$ cat src/rtl/excess3_pkg.sv
// Shared Excess-3 definitions: code range constants, deserializer state
// encoding and the per-digit decode function.
package excess3_pkg;

    localparam logic [3:0] X3_OFFSET   = 4'd3;
    localparam logic [3:0] X3_MIN      = 4'h3;
    localparam logic [3:0] X3_MAX      = 4'hC;
    localparam logic [3:0] BCD_ILLEGAL = 4'hF;

    typedef enum logic {
        COLLECT = 1'b0,
        HOLD    = 1'b1
    } state_e;

    typedef struct packed {
        logic       illegal;
        logic [3:0] bcd;
    } x3_dec_t;

    // Codes outside 3..C have no decimal meaning and map to a marker nibble.
    function automatic x3_dec_t x3_decode(input logic [3:0] code);
        x3_dec_t r;
        if ((code >= X3_MIN) && (code <= X3_MAX)) begin
            r.illegal = 1'b0;
            r.bcd     = code - X3_OFFSET;
        end else begin
            r.illegal = 1'b1;
            r.bcd     = BCD_ILLEGAL;
        end
        return r;
    endfunction

endpackage

$ cat src/rtl/x3_digit_decode.sv
// Combinational Excess-3 to BCD digit decoder with illegal-code flag.
module x3_digit_decode
    import excess3_pkg::*;
(
    input  logic [3:0] x3_digit,
    output logic [3:0] bcd_digit,
    output logic       illegal
);

    x3_dec_t dec;

    assign dec       = x3_decode(x3_digit);
    assign bcd_digit = dec.bcd;
    assign illegal   = dec.illegal;

endmodule

$ cat src/rtl/excess3_to_bcd_deser.sv
// Serial Excess-3 digit receiver: decodes each digit, packs NUM_DIGITS of
// them MSD-first into a BCD word and holds it on a valid/ready output.
module excess3_to_bcd_deser
    import excess3_pkg::*;
#(
    parameter int NUM_DIGITS = 4
) (
    input  logic                    clk,
    input  logic                    rst_n,
    input  logic                    in_valid,
    output logic                    in_ready,
    input  logic [3:0]              in_digit,
    output logic                    out_valid,
    input  logic                    out_ready,
    output logic [4*NUM_DIGITS-1:0] out_bcd,
    output logic                    out_err,
    output logic [NUM_DIGITS-1:0]   out_err_mask
);

    localparam int CNT_W = (NUM_DIGITS > 1) ? $clog2(NUM_DIGITS) : 1;
    localparam logic [CNT_W-1:0] LAST_IDX = CNT_W'(NUM_DIGITS - 1);

    state_e                  state_q, state_d;
    logic [CNT_W-1:0]        count_q, count_d;
    logic [4*NUM_DIGITS-1:0] bcd_q, bcd_d;
    logic [NUM_DIGITS-1:0]   mask_q, mask_d;

    logic [3:0] dec_bcd;
    logic       dec_illegal;
    logic       accept;

    x3_digit_decode u_decode (
        .x3_digit  (in_digit),
        .bcd_digit (dec_bcd),
        .illegal   (dec_illegal)
    );

    assign accept = in_valid && (state_q == COLLECT);

    always_comb begin
        state_d = state_q;
        count_d = count_q;
        bcd_d   = bcd_q;
        mask_d  = mask_q;
        case (state_q)
            COLLECT: begin
                if (accept) begin
                    // Stale error bits from the previous word go on the first digit.
                    if (count_q == '0) begin
                        mask_d = '0;
                    end
                    for (int i = 0; i < NUM_DIGITS; i++) begin
                        if ((LAST_IDX - count_q) == CNT_W'(i)) begin
                            bcd_d[4*i +: 4] = dec_bcd;
                            mask_d[i]       = dec_illegal;
                        end
                    end
                    if (count_q == LAST_IDX) begin
                        count_d = '0;
                        state_d = HOLD;
                    end else begin
                        count_d = count_q + 1'b1;
                    end
                end
            end
            HOLD: begin
                if (out_ready) begin
                    state_d = COLLECT;
                end
            end
            default: begin
                state_d = COLLECT;
                count_d = '0;
            end
        endcase
    end

    always_ff @(posedge clk) begin
        if (!rst_n) begin
            state_q <= COLLECT;
            count_q <= '0;
            bcd_q   <= '0;
            mask_q  <= '0;
        end else begin
            state_q <= state_d;
            count_q <= count_d;
            bcd_q   <= bcd_d;
            mask_q  <= mask_d;
        end
    end

    assign in_ready     = (state_q == COLLECT);
    assign out_valid    = (state_q == HOLD);
    assign out_bcd      = bcd_q;
    assign out_err_mask = mask_q;
    assign out_err      = |mask_q;

endmodule

$ cat config.mk
export PLATFORM = sky130hd
export DESIGN_NAME = excess3_to_bcd_deser
export DESIGN_NICKNAME = d
export VERILOG_FILES = /design/src/rtl/excess3_pkg.sv /design/src/rtl/x3_digit_decode.sv /design/src/rtl/excess3_to_bcd_deser.sv
export SDC_FILE = /design/constraint.sdc
export NUM_CORES = 1
export LEC_CHECK = 0
export BUFFER_PORTS_ARGS = -buffer_cell sky130_fd_sc_hd__buf_4
export CAP_MARGIN = 25
export CORE_MARGIN = 4
export CORE_UTILIZATION = 53
export CTS_CLUSTER_DIAMETER = 40
export DETAILED_ROUTE_END_ITERATION = 16
export PLACE_DENSITY = 0.81
export REMOVE_ABC_BUFFERS = 1
export SYNTH_ARGS = -nofsm -noshare
export SYNTH_HDL_FRONTEND = slang
export SYNTH_SLANG_ARGS = --single-unit
$ cat constraint.sdc
create_clock -name clk -period 2.2 [get_ports clk]
set_input_delay 0.44 -clock clk [delete_from_list [all_inputs] [get_ports clk]]
set_output_delay 0.44 -clock clk [all_outputs]
set_load 0.005 [all_outputs]
Word-level counts from Yosys, hierarchy flattened. Index checks and enable logic that the tools add are counted.

Logic and storage cells: 49. Register bits after elaboration: 23. Output and inout bits: 23.

Equality and inequality tests: 4. Add/sub/neg operators: 3. Reductions and logical operators: 18. $lt $le $gt $ge: 2. Multiplexer cells: 11. Bitwise logic cells: 1.

Operators by type and width (count): 3-bit AND reduction (8); 2-bit nonzero test (4); 1-bit two-way mux (7); 2-bit equality test, second input constant (3); 5-bit two-way mux (1); 4-bit by 2-bit greater-or-equal comparator with 1-bit output, second input constant (1); 4-bit <= comparator, second input constant (1); 2-bit logical NOT (2); 4-bit two-way mux (1); 4-bit OR reduction (1); 4-bit by 2-bit subtractor with 4-bit output, second input constant (1); 2-bit by 1-bit adder with 2-bit output, second input constant (1); 2-bit by 1-bit equality test with 1-bit output, second input constant (1); 1-bit logical AND (2); 2-bit two-way mux (1); 1-bit case mux with 2 select lines (1); 2-bit AND reduction (1); 2-bit subtractor, first input constant (1); 1-bit NOT (1).

Depth between registers and ports, before layout. Gate-level depths: netlist of the first run.

Depth after elaboration: 4. Depth in mapped cells: 6. Depth with buffers taken out: 5.

Cells and area by module. Synthesis of the first run repeated with hierarchy kept, for this count alone.

Cells, all modules: 116. Area total of the unflattened synthesis: 1028.5 sq um.

Modules (own cells, without submodules): excess3_to_bcd_deser (seq. area each 460.4 sq um, cells an instance 99, area each 905.9 sq um, times used 1); x3_digit_decode (seq. area each 0.0 sq um, cells an instance 17, area each 122.6 sq um, times used 1).

Least setup slack after synthesis of the first run. No wires, ideal clock.

Kind: input to register. Start point: input in_digit[0]. End point: register mask_q[1] (netlist: out_err_mask[1]). Path buffers: 0. Stages on the path: 5. Setup slack: 0.847 ns. Arrival time: 1.223 ns. Required time: 2.070 ns. Path through: inv_1 ha_1 and2b_2 a21oi_2 o22ai_1.

Longest elaborated chain between the ends: 4.

RTL lines: start: declaration (RTL line excess3_to_bcd_deser.sv:12) `input logic [3:0] in_digit,`; 4-bit by 2-bit greater-or-equal comparator with 1-bit output / 4-bit <= comparator (equally long branches) (RTL line excess3_pkg.sv:23) `if ((code >= X3_MIN) && (code <= X3_MAX)) begin`; 1-bit logical AND * (RTL line excess3_pkg.sv:23); 5-bit two-way mux * (RTL line excess3_pkg.sv:23); 1-bit two-way mux * (RTL line excess3_to_bcd_deser.sv:53) `if ((LAST_IDX - count_q) == CNT_W'(i)) begin`; end signal: assignment (RTL line excess3_to_bcd_deser.sv:88) `mask_q <= mask_d;`; end: declaration (RTL line excess3_to_bcd_deser.sv:26) `logic [NUM_DIGITS-1:0] mask_q, mask_d;`.

Mark *: on every way between the ends. The rest lies on a longest branch, timed or not. A chain may end at the register's enable or synchronous reset.

Worst setup path in the final report of the first run.
Start point: register mask_q[2] (netlist: out_err_mask[2]). End point: output out_err.

Longest elaborated chain between the ends: 1.

RTL lines: 4-bit OR reduction (RTL line excess3_to_bcd_deser.sv:96) `assign out_err = |mask_q;`; end: declaration (RTL line excess3_to_bcd_deser.sv:16) `output logic out_err,`.

Every way passes these cells.

==> impl_metrics.csv, run 1 <==
group,metric,value,unit
logic_synthesis,ys_seq_area_share,43.2,%
clock_tree,post-cts-setup-buffers,0,
job,drv_cap,0,
pwr,power.density,599,nW/um^2
logic_synthesis,synth_area_leaders,"dfxtp_1, ha_1, o21ai_0",
drt,drtPass1Iterations,4,
worst_setup_path,r2r-end,"out_bcd[12]",
clock_tree,clkLatencyLatePin,300,ps
final_layout,layout-drive-gt1-share,29.2,%
clock_tree,cts_root_buffer,"clkbuf_4",
worst_setup_path,cpPeakStageDelay,490,ps
worst_setup_path,end_kind,"primary output",
final_layout,post-route-util,72.6,%
pwr,max-vdd-ir-drop,0.000395,V
logic_synthesis,synth_mux_area_share,2.82,%
timing,period_needed,1720,ps
floorplan,core_area,1820,sq um
drt,num_vias,943,
timing,post-route-period-util,78.2,%
clock_tree,cts_sinks,23,
clock_tree,clk_pin_slew,130,ps
logic_synthesis,yosys.area_share.simple,20.4,%
timing,tns,0,ps
global_route,grt_use_total,19.5,%
floorplan,io_pins,31,
logic_synthesis,synth-xor-area-share,0,%
worst_setup_path,critPathLaunchType,"flop",
floorplan,die-area,2790,sq um
logic_synthesis,synth_cell_type_count,30,
worst_setup_path,arrival,1280,ps
final_layout,num-nets-final,159,
worst_setup_path,critPathSlowestCell,"or4_1",
floorplan,core.rowCount,15,
logic_synthesis,synthAdderAreaFrac,7.04,%
worst_setup_path,cp-endpoint,"out_err",
logic_synthesis,yosysTopAreaCellShare,43.2,%
floorplan,dieWidth,52.9,um
timing,hold_violations,0,
floorplan,start_util,58.6,%
worst_setup_path,rr_worst_depth,5,
placement,portBuffers,30,
global_route,grt.overflow.total,0,
worst_setup_path,cp-startpoint,"out_err_mask[2]",
clock_tree,htree_num_levels,1,
logic_synthesis,synth_top_family_by_area,"compound AO/OA/AOI/OAI gates",
worst_setup_path,setup.worst_path.class,"flop to primary output",
worst_setup_path,rr_startpoint,"count_q[0]",
hold_path,hold_path.class,"input pin to flop",
timing,finalClockSkew,9.02,ps
drt,drtAntennaViolNets,0,
logic_synthesis,postSynthCellCount,115,
timing,rsz0062_at_grt,"no",
logic_synthesis,ys_warn_count,0,
global_route,grt_pass1_wl,4.08,mm
clock_tree,hold_buffers,0,
floorplan,die_h,52.9,um
logic_synthesis,yosysTopAreaCell,"dfxtp_1",
placement,dp_hpwl,1.84,mm
drt,initialDrtViolationCount,17,
timing,tightestPinTransition,415,ps
global_route,grt_pass1_vias,906,
worst_setup_path,required,1760,ps
clock_tree,cts_tree,"done",
logic_synthesis,avgSynthCellArea,9.27,sq um
pwr,leakagePower,0.581,nW
worst_setup_path,reg2reg_slack,770,ps
logic_synthesis,ys_ff_latch,23,
logic_synthesis,synth_compound_area_share,21.8,%
clock_tree,cts_resized,0,
final_layout,syn_to_final_growth,24.1,%
timing,slew_headroom,72.3,%
clock_tree,numCtsBuffers,3,
drt,wl_per_cell,14.2,um
worst_setup_path,path_max_fanout,3,
drt,drcViolationCount,0,
outcome,status,"finished, final reports clean",
drt,via_per_inst,5.58,
timing,drv_slew,0,
timing,finalSetupViolations,0,
global_route,antenna_found_initial,0,
clock_tree,clock_path_buffers,2,
logic_synthesis,syn-cell-area,1070,sq um
timing,fmax,581,MHz
worst_setup_path,crit_chain,"or4_1, buf_4",
placement,globalplace.congestion,0.801,
drt,wirelength,2.39,mm
global_route,grt_max_degree,29,
hold_path,min_path_cells,2,
final_layout,diodes,0,
## sequential cells by signal, summed over array words and instances (netlist names)
signal,cells
count_q,2
out_bcd,16
out_err_mask,4
out_valid,1
## area by class of cell
class                   count  area [sq um]
multi-input cells          81           556
fillers                   158           498
flip-flops and latches     23           460
repair buffers             30           225
well taps                  25          31.3
clock buffers               3          22.5
inverters                   6          22.5
clock inverters             1          5.00
## power by group
group / leakage, nW / total, mW / switching [mW] / internal (mW)
Clock: 0.0177 / 0.190 / 0.122 / 0.0676
Combinational: 0.376 / 0.149 / 0.0796 / 0.0694
Sequential: 0.187 / 0.453 / 0.0142 / 0.439
## worst min-delay path by stage
| stage | start | endpoint | slack (ps) |
|---|---|---|---|
| detailed placement | out_bcd[14] | out_bcd[14] | 460 |
| CTS | in_digit[0] | out_bcd[8] | 370 |
| finish | in_digit[0] | out_bcd[8] | 370 |
| global placement | out_bcd[14] | out_bcd[14] | 450 |
| global route | in_digit[0] | out_bcd[8] | 370 |
| floorplan | out_bcd[14] | out_bcd[14] | 450 |
## synth_stat cells
library cell,n
dfxtp_1,23
o21ai_0,12
nand2_1,7
nand3_1,7
ha_1,6
inv_1,6
nor2_1,6
a21oi_1,5
a31oi_1,5
and3b_1,4
nand3b_1,4
mux2i_1,3
o31ai_1,3
a211oi_2,2
and2b_2,2
buf_4,2
clkbuf_1,2
nand2b_1,2
o211ai_1,2
o22ai_1,2
a21boi_0,1
a21oi_2,1
and2_1,1
buf_2,1
nand2b_2,1
nor2b_1,1
nor3_2,1
o41ai_1,1
o41ai_2,1
or4_1,1
## per-stage QoR
stage / hold WS [ps] / instance area, sq um / power, mW / instances / setup slack [ps]
after detailed placement: 456 / 1290 / 0.612 / 165 / 545
after global placement: 445 / 1290 / 0.607 / 165 / 611
after CTS: 370 / 1320 / 0.796 / 169 / 472
after global routing: 368 / 1320 / 0.838 / 169 / 408
final: 370 / 1320 / 0.792 / 169 / 479
after floorplan: 451 / 1040 / 0.536 / 110 / 847
## routing by layer
metal  global-route usage, %  wire length (um)  vias up
met5                       0                 0        -
met2                    33.9              1200       33
met1                    24.3              1030      438
met3                    3.94               167        0
met4                    5.11                 0        0
li1                        -                 -      472
## layout by cell type, fill, tap and decap left out, drive strengths merged, types with 3 or more instances in the layout
| cell | netlist | layout |
|---|---|---|
| dfxtp | 23 | 23 |
| inv | 6 | 6 |
| a31oi | 5 | 5 |
| nand2b | 3 | 3 |
| nand3b | 4 | 4 |
| o31ai | 3 | 3 |
| a21oi | 6 | 6 |
| buf | 3 | 30 |
| and3b | 4 | 4 |
| ha | 6 | 6 |
| nor2 | 6 | 6 |
| clkbuf | 2 | 3 |
| nand3 | 7 | 7 |
| nand2 | 7 | 7 |
| mux2i | 3 | 3 |
| o21ai | 12 | 12 |
## critical path, delay by kind of cell, from the launching register on
kind | cells | cell delay, ps
buf+inv | 1 | 150
flops | 1 | 350
simple gates | 1 | 490
## kinds of logic after synthesis
logic type | after synthesis
multiplexers | 3
AO/OA/AOI/OAI | 35
flip-flops | 23
buffers and inverters | 11
AND/OR/NAND/NOR | 37
adder cells (fa/ha/maj) | 6
Note: power is estimated with default switching activity, not from simulation.
==> inputs of run 2 (changes only) <==
--- a/config.mk
+++ b/config.mk
@@ -8,10 +8,10 @@
 export BUFFER_PORTS_ARGS = -buffer_cell sky130_fd_sc_hd__buf_4
 export CAP_MARGIN = 25
 export CORE_MARGIN = 4
-export CORE_UTILIZATION = 53
+export CORE_UTILIZATION = 50
 export CTS_CLUSTER_DIAMETER = 40
 export DETAILED_ROUTE_END_ITERATION = 16
-export PLACE_DENSITY = 0.81
+export PLACE_DENSITY = 0.77
 export REMOVE_ABC_BUFFERS = 1
 export SYNTH_ARGS = -nofsm -noshare
 export SYNTH_HDL_FRONTEND = slang
==> constraint.sdc (replaced) <==
create_clock -name clk -period 1.6 [get_ports clk]
set_input_delay 0.32 -clock clk [delete_from_list [all_inputs] [get_ports clk]]
set_output_delay 0.32 -clock clk [all_outputs]
set_load 0.005 [all_outputs]
==> impl_metrics.csv, run 2 (same netlist as run 1, synthesis figures left out) <==
group,metric,value,unit
worst_setup_path,end_kind,"primary output",
timing,fmax,623,MHz
outcome,status,"complete, but fails checks",
drt,wirelength,2.27,mm
floorplan,start_util,53.2,%
final_layout,num-nets-final,161,
clock_tree,hold_buffers,0,
global_route,grt_pass1_vias,841,
placement,globalplace.congestion,0.752,
timing,fin_ws,-6.39,ps
placement,dp_slack,62.6,ps
timing,rsz0062_at_grt,"yes",
clock_tree,cts_sinks,23,
final_layout,diodes,0,
worst_setup_path,path_max_fanout,2,
timing,finalClockSkew,1.83,ps
drt,drtPass1Iterations,4,
drt,wl_per_cell,13.1,um
worst_setup_path,arrival,1290,ps
timing,period_needed,1610,ps
placement,dp_hpwl,1.71,mm
worst_setup_path,setup.worst_path.class,"flop to primary output",
floorplan,dieWidth,54.2,um
outcome,violations,"setup timing",
drt,drcViolationCount,0,
worst_setup_path,required,1280,ps
pwr,max-vdd-ir-drop,0.000609,V
placement,portBuffers,30,
floorplan,io_pins,31,
final_layout,syn_to_final_growth,26.5,%
global_route,grt.overflow.total,0,
hold_path,hold_path.class,"input pin to flop",
worst_setup_path,crit_chain,"or4_4, buf_6",
global_route,grt_use_total,17.8,%
timing,holdWs,260,ps
floorplan,die-area,2930,sq um
timing,slew_headroom,73.0,%
clock_tree,numCtsBuffers,3,
drt,via_per_inst,5.31,
timing,finalSetupViolations,1,
job,drv_cap,0,
worst_setup_path,critPathSlowestCell,"or4_4",
global_route,grt_pass1_wl,3.80,mm
pwr,power.density,810,nW/um^2
final_layout,layout-drive-gt1-share,31.5,%
worst_setup_path,cpPeakStageDelay,520,ps
drt,initialDrtViolationCount,4,
pwr,leakagePower,0.590,nW
timing,post-route-period-util,100,%
global_route,grt_max_degree,29,
final_layout,final_common_cell,"buf_4",
clock_tree,clock_path_buffers,2,
global_route,grt_use_met2,29.1,%
floorplan,die_h,54.2,um
floorplan,core_area,2000,sq um
drt,drtAntennaViolNets,0,
timing,hold_violations,0,
final_layout,layout_common_cells,"buf_4, dfxtp_1, o21ai_0, nand2_1, nand3_1",
clock_tree,htree_num_levels,1,
global_route,antenna_found_initial,0,
worst_setup_path,cp_top_family,"simple AND/OR/NAND/NOR gates",
clock_tree,cts_root_buffer,"clkbuf_4",
final_layout,largest_register_ffs,16,
clock_tree,clk_pin_slew,120,ps
global_route,grt_busiest_layer,"met2",
worst_setup_path,path_buf_inv,1,
clock_tree,cts_tree,"done",
global_route,met3_usage,3.88,%
clock_tree,clkLatencyLatePin,300,ps
worst_setup_path,critPathLaunchType,"flop",
global_route,use_met1,22.8,%
drt,num_vias,919,
timing,tightestPinTransition,404,ps
floorplan,core.rowCount,16,
timing,drv_slew,0,
## run 2: layout make-up
cell class	count	area, sq um
Sequential cell	23	463
Tap cell	27	33.8
Multi-Input combinational cell	81	559
Clock buffer	4	26.3
Fill cell	178	653
Inverter	6	22.5
Timing Repair Buffer	32	244
## run 2: per-stage QoR
stage / area, sq um / power, mW / utilization (%) / std cells / setup TNS (ps)
6_report: 1350 / 1.09 / 67.4 / 173 / -6.39
2_1_floorplan: 1040 / 0.737 / - / 110 / 0
4_1_cts: 1350 / 1.10 / 67.4 / 173 / -10.3
3_5_place_dp: 1300 / 0.838 / 64.8 / 167 / 0
3_3_place_gp: 1300 / 0.833 / 64.8 / 167 / 0
5_1_grt: 1350 / 1.16 / 67.4 / 173 / -46.7
## run 2: power by group
group          total [mW]  internal, mW  switching, mW
registers           0.623         0.604         0.0186
logic               0.213         0.104          0.109
clock network       0.257        0.0971          0.160
total                1.09         0.805          0.288
## run 2: timing repair
action,4_1_cts,5_1_grt
gates resized for setup,4,0
setup buffers,2,0
pin swaps,1,0
endpoints found under the setup margin,1,1
## run 2: final timing paths
kind              slack, ps             from  cells past startpoint           to
hold reg to reg         470      out_bcd[14]                      2  out_bcd[14]
hold / removal          260      in_digit[0]                      2   out_bcd[0]
setup reg to reg        190       count_q[0]                      5  out_bcd[13]
setup / recovery         -6  out_err_mask[2]                      2      out_err
## run 2: routing by layer
layer  share of wire, %  vias to the layer above
li1                   -                      476
met1                 47                      420
met2                 47                       21
met3                5.2                        2
met4               0.53                        0
met5                  0                        -
## run 2: worst register-to-register path, delay by kind of cell (launching register included)
| kind | cells | cell delay (ps) |
|---|---|---|
| DFF | 1 | 420 |
| AOI/OAI and AO/OA | 2 | 270 |
| and+or+nand+nor | 1 | 290 |
| buffers and inverters | 1 | 90 |
| adders and majority gates | 1 | 240 |
==> inputs of run 3 (changes only) <==
--- a/config.mk
+++ b/config.mk
@@ -11,7 +11,7 @@
 export CORE_UTILIZATION = 50
 export CTS_CLUSTER_DIAMETER = 40
 export DETAILED_ROUTE_END_ITERATION = 16
-export PLACE_DENSITY = 0.77
+export PLACE_DENSITY = 0.88
 export REMOVE_ABC_BUFFERS = 1
 export SYNTH_ARGS = -nofsm -noshare
 export SYNTH_HDL_FRONTEND = slang
==> constraint.sdc (replaced) <==
create_clock -name clk -period 1.6 [get_ports clk]
set_input_delay 0.16 -clock clk [delete_from_list [all_inputs] [get_ports clk]]
set_output_delay 0.16 -clock clk [all_outputs]
set_load 0.005 [all_outputs]
==> impl_metrics.csv, run 3 (same netlist as run 1, synthesis figures left out) <==
group,metric,value,unit
outcome,status,"finished, final reports clean",
clock_tree,clock_path_buffers,2,
timing,drv_slew,0,
floorplan,die-area,2930,sq um
pwr,p_total,1.08,mW
job,drv_cap,0,
timing,tns,0,ps
timing,rsz0062_at_grt,"no",
clock_tree,htree_num_levels,1,
clock_tree,hold_buffers,0,
final_layout,diodes,0,
clock_tree,clkLatencyLatePin,300,ps
clock_tree,clk_pin_slew,120,ps
timing,post-route-period-util,91.6,%
placement,placed_area,1300,sq um
placement,dp_hpwl,1.77,mm
worst_setup_path,setup.worst_path.class,"flop to primary output",
global_route,grt_pass1_vias,884,
clock_tree,cts_root_buffer,"clkbuf_4",
timing,hold_violations,0,
worst_setup_path,arrival,1300,ps
final_layout,syn_to_final_growth,24.2,%
final_layout,final_common_cell,"buf_4",
drt,wl_met1,1.00,mm
worst_setup_path,required,1440,ps
global_route,antenna_found_initial,0,
drt,met2_length,1.19,mm
floorplan,core.rowCount,16,
worst_setup_path,crit_chain,"or4_1, buf_4",
floorplan,die_h,54.2,um
global_route,grt_pass1_wl,3.89,mm
clock_tree,cts_resized,0,
final_layout,layout_common_cells,"buf_4, dfxtp_1, o21ai_0, nand2_1, nand3_1",
drt,wl_met3,129,um
placement,portBuffers,30,
worst_setup_path,end_kind,"primary output",
timing,tightestPinTransition,361,ps
clock_tree,cts_sinks,23,
floorplan,dieWidth,54.2,um
global_route,grt_use_total,18.0,%
clock_tree,numCtsBuffers,3,
drt,drtAntennaViolNets,0,
worst_setup_path,critPathSlowestCell,"or4_1",
drt,drcViolationCount,0,
pwr,leakagePower,0.578,nW
timing,fmax,683,MHz
worst_setup_path,path_buf_inv,1,
final_layout,largest_register_ffs,16,
worst_setup_path,path_max_fanout,3,
floorplan,io_pins,31,
global_route,grt_max_degree,29,
final_layout,num-nets-final,159,
final_layout,layout-drive-gt1-share,28.5,%
drt,drtPass1Iterations,4,
pwr,power.density,817,nW/um^2
drt,num_vias,934,
drt,wirelength,2.33,mm
timing,period_needed,1460,ps
timing,slew_headroom,75.9,%
drt,initialDrtViolationCount,18,
clock_tree,post-cts-setup-buffers,0,
hold_path,hold_path.class,"input pin to flop",
worst_setup_path,critPathLaunchType,"flop",
drt,dr.max_layer_used,"met4",
worst_setup_path,cp_top_family,"simple AND/OR/NAND/NOR gates",
worst_setup_path,cpPeakStageDelay,520,ps
final_layout,fin_area,1320,sq um
drt,wl_per_cell,13.6,um
global_route,grt.overflow.total,0,
timing,holdWs,104,ps
floorplan,start_util,53.2,%
placement,globalplace.congestion,0.838,
timing,finalClockSkew,5.37,ps
clock_tree,cts_tree,"done",
timing,finalSetupViolations,0,
drt,via_per_inst,5.46,
floorplan,core_area,2000,sq um
pwr,max-vdd-ir-drop,0.000526,V
==> run 3: metrics by stage <==
step	worst slack, ps	util [%]	std cells
detailed placement	211	64.8	167
global route	13.4	66.1	171
global placement	273	64.8	167
finish	135	66.1	171
floorplan	377	-	110
CTS	120	66.1	171
==> run 3: worst paths after layout <==
| path | cells past startpoint | slack [ps] | endpoint | start |
|---|---|---|---|---|
| max reg2reg | 5 | 180 | out_bcd[13] | count_q[0] |
| min | 2 | 100 | out_bcd[0] | in_digit[0] |
| min reg2reg | 2 | 470 | out_bcd[14] | out_bcd[14] |
| max | 2 | 140 | out_err | out_err_mask[3] |
==> run 3: power breakdown <==
| group | switching [mW] | leakage [nW] | internal (mW) | total (mW) |
|---|---|---|---|---|
| Clock | 0.158 | 0.0150 | 0.0969 | 0.255 |
| Combinational | 0.108 | 0.376 | 0.0953 | 0.204 |
| Sequential | 0.0196 | 0.187 | 0.603 | 0.623 |
==> run 3: metal layers <==
layer | vias up | track usage, %
met2 | 32 | 32.5
li1 | 477 | -
met5 | - | 0
met3 | 2 | 2.49
met4 | 0 | 4.98
met1 | 423 | 22.1
==> run 3: final cells by class <==
class                   instances  area [sq um]
flip-flops and latches         23           460
clock buffers                   4          26.3
multi-input cells              81           556
well taps                      27          33.8
repair buffers                 30           225
fillers                       171           678
inverters                       6          22.5
==> run 3: worst reg2reg max path, stage by stage (launching register included) <==
cell and delay, ps:
dfxtp_1 430, inv_1 80, ha_1 240, and3b_1 290
o21ai_0 200, a21oi_1 60
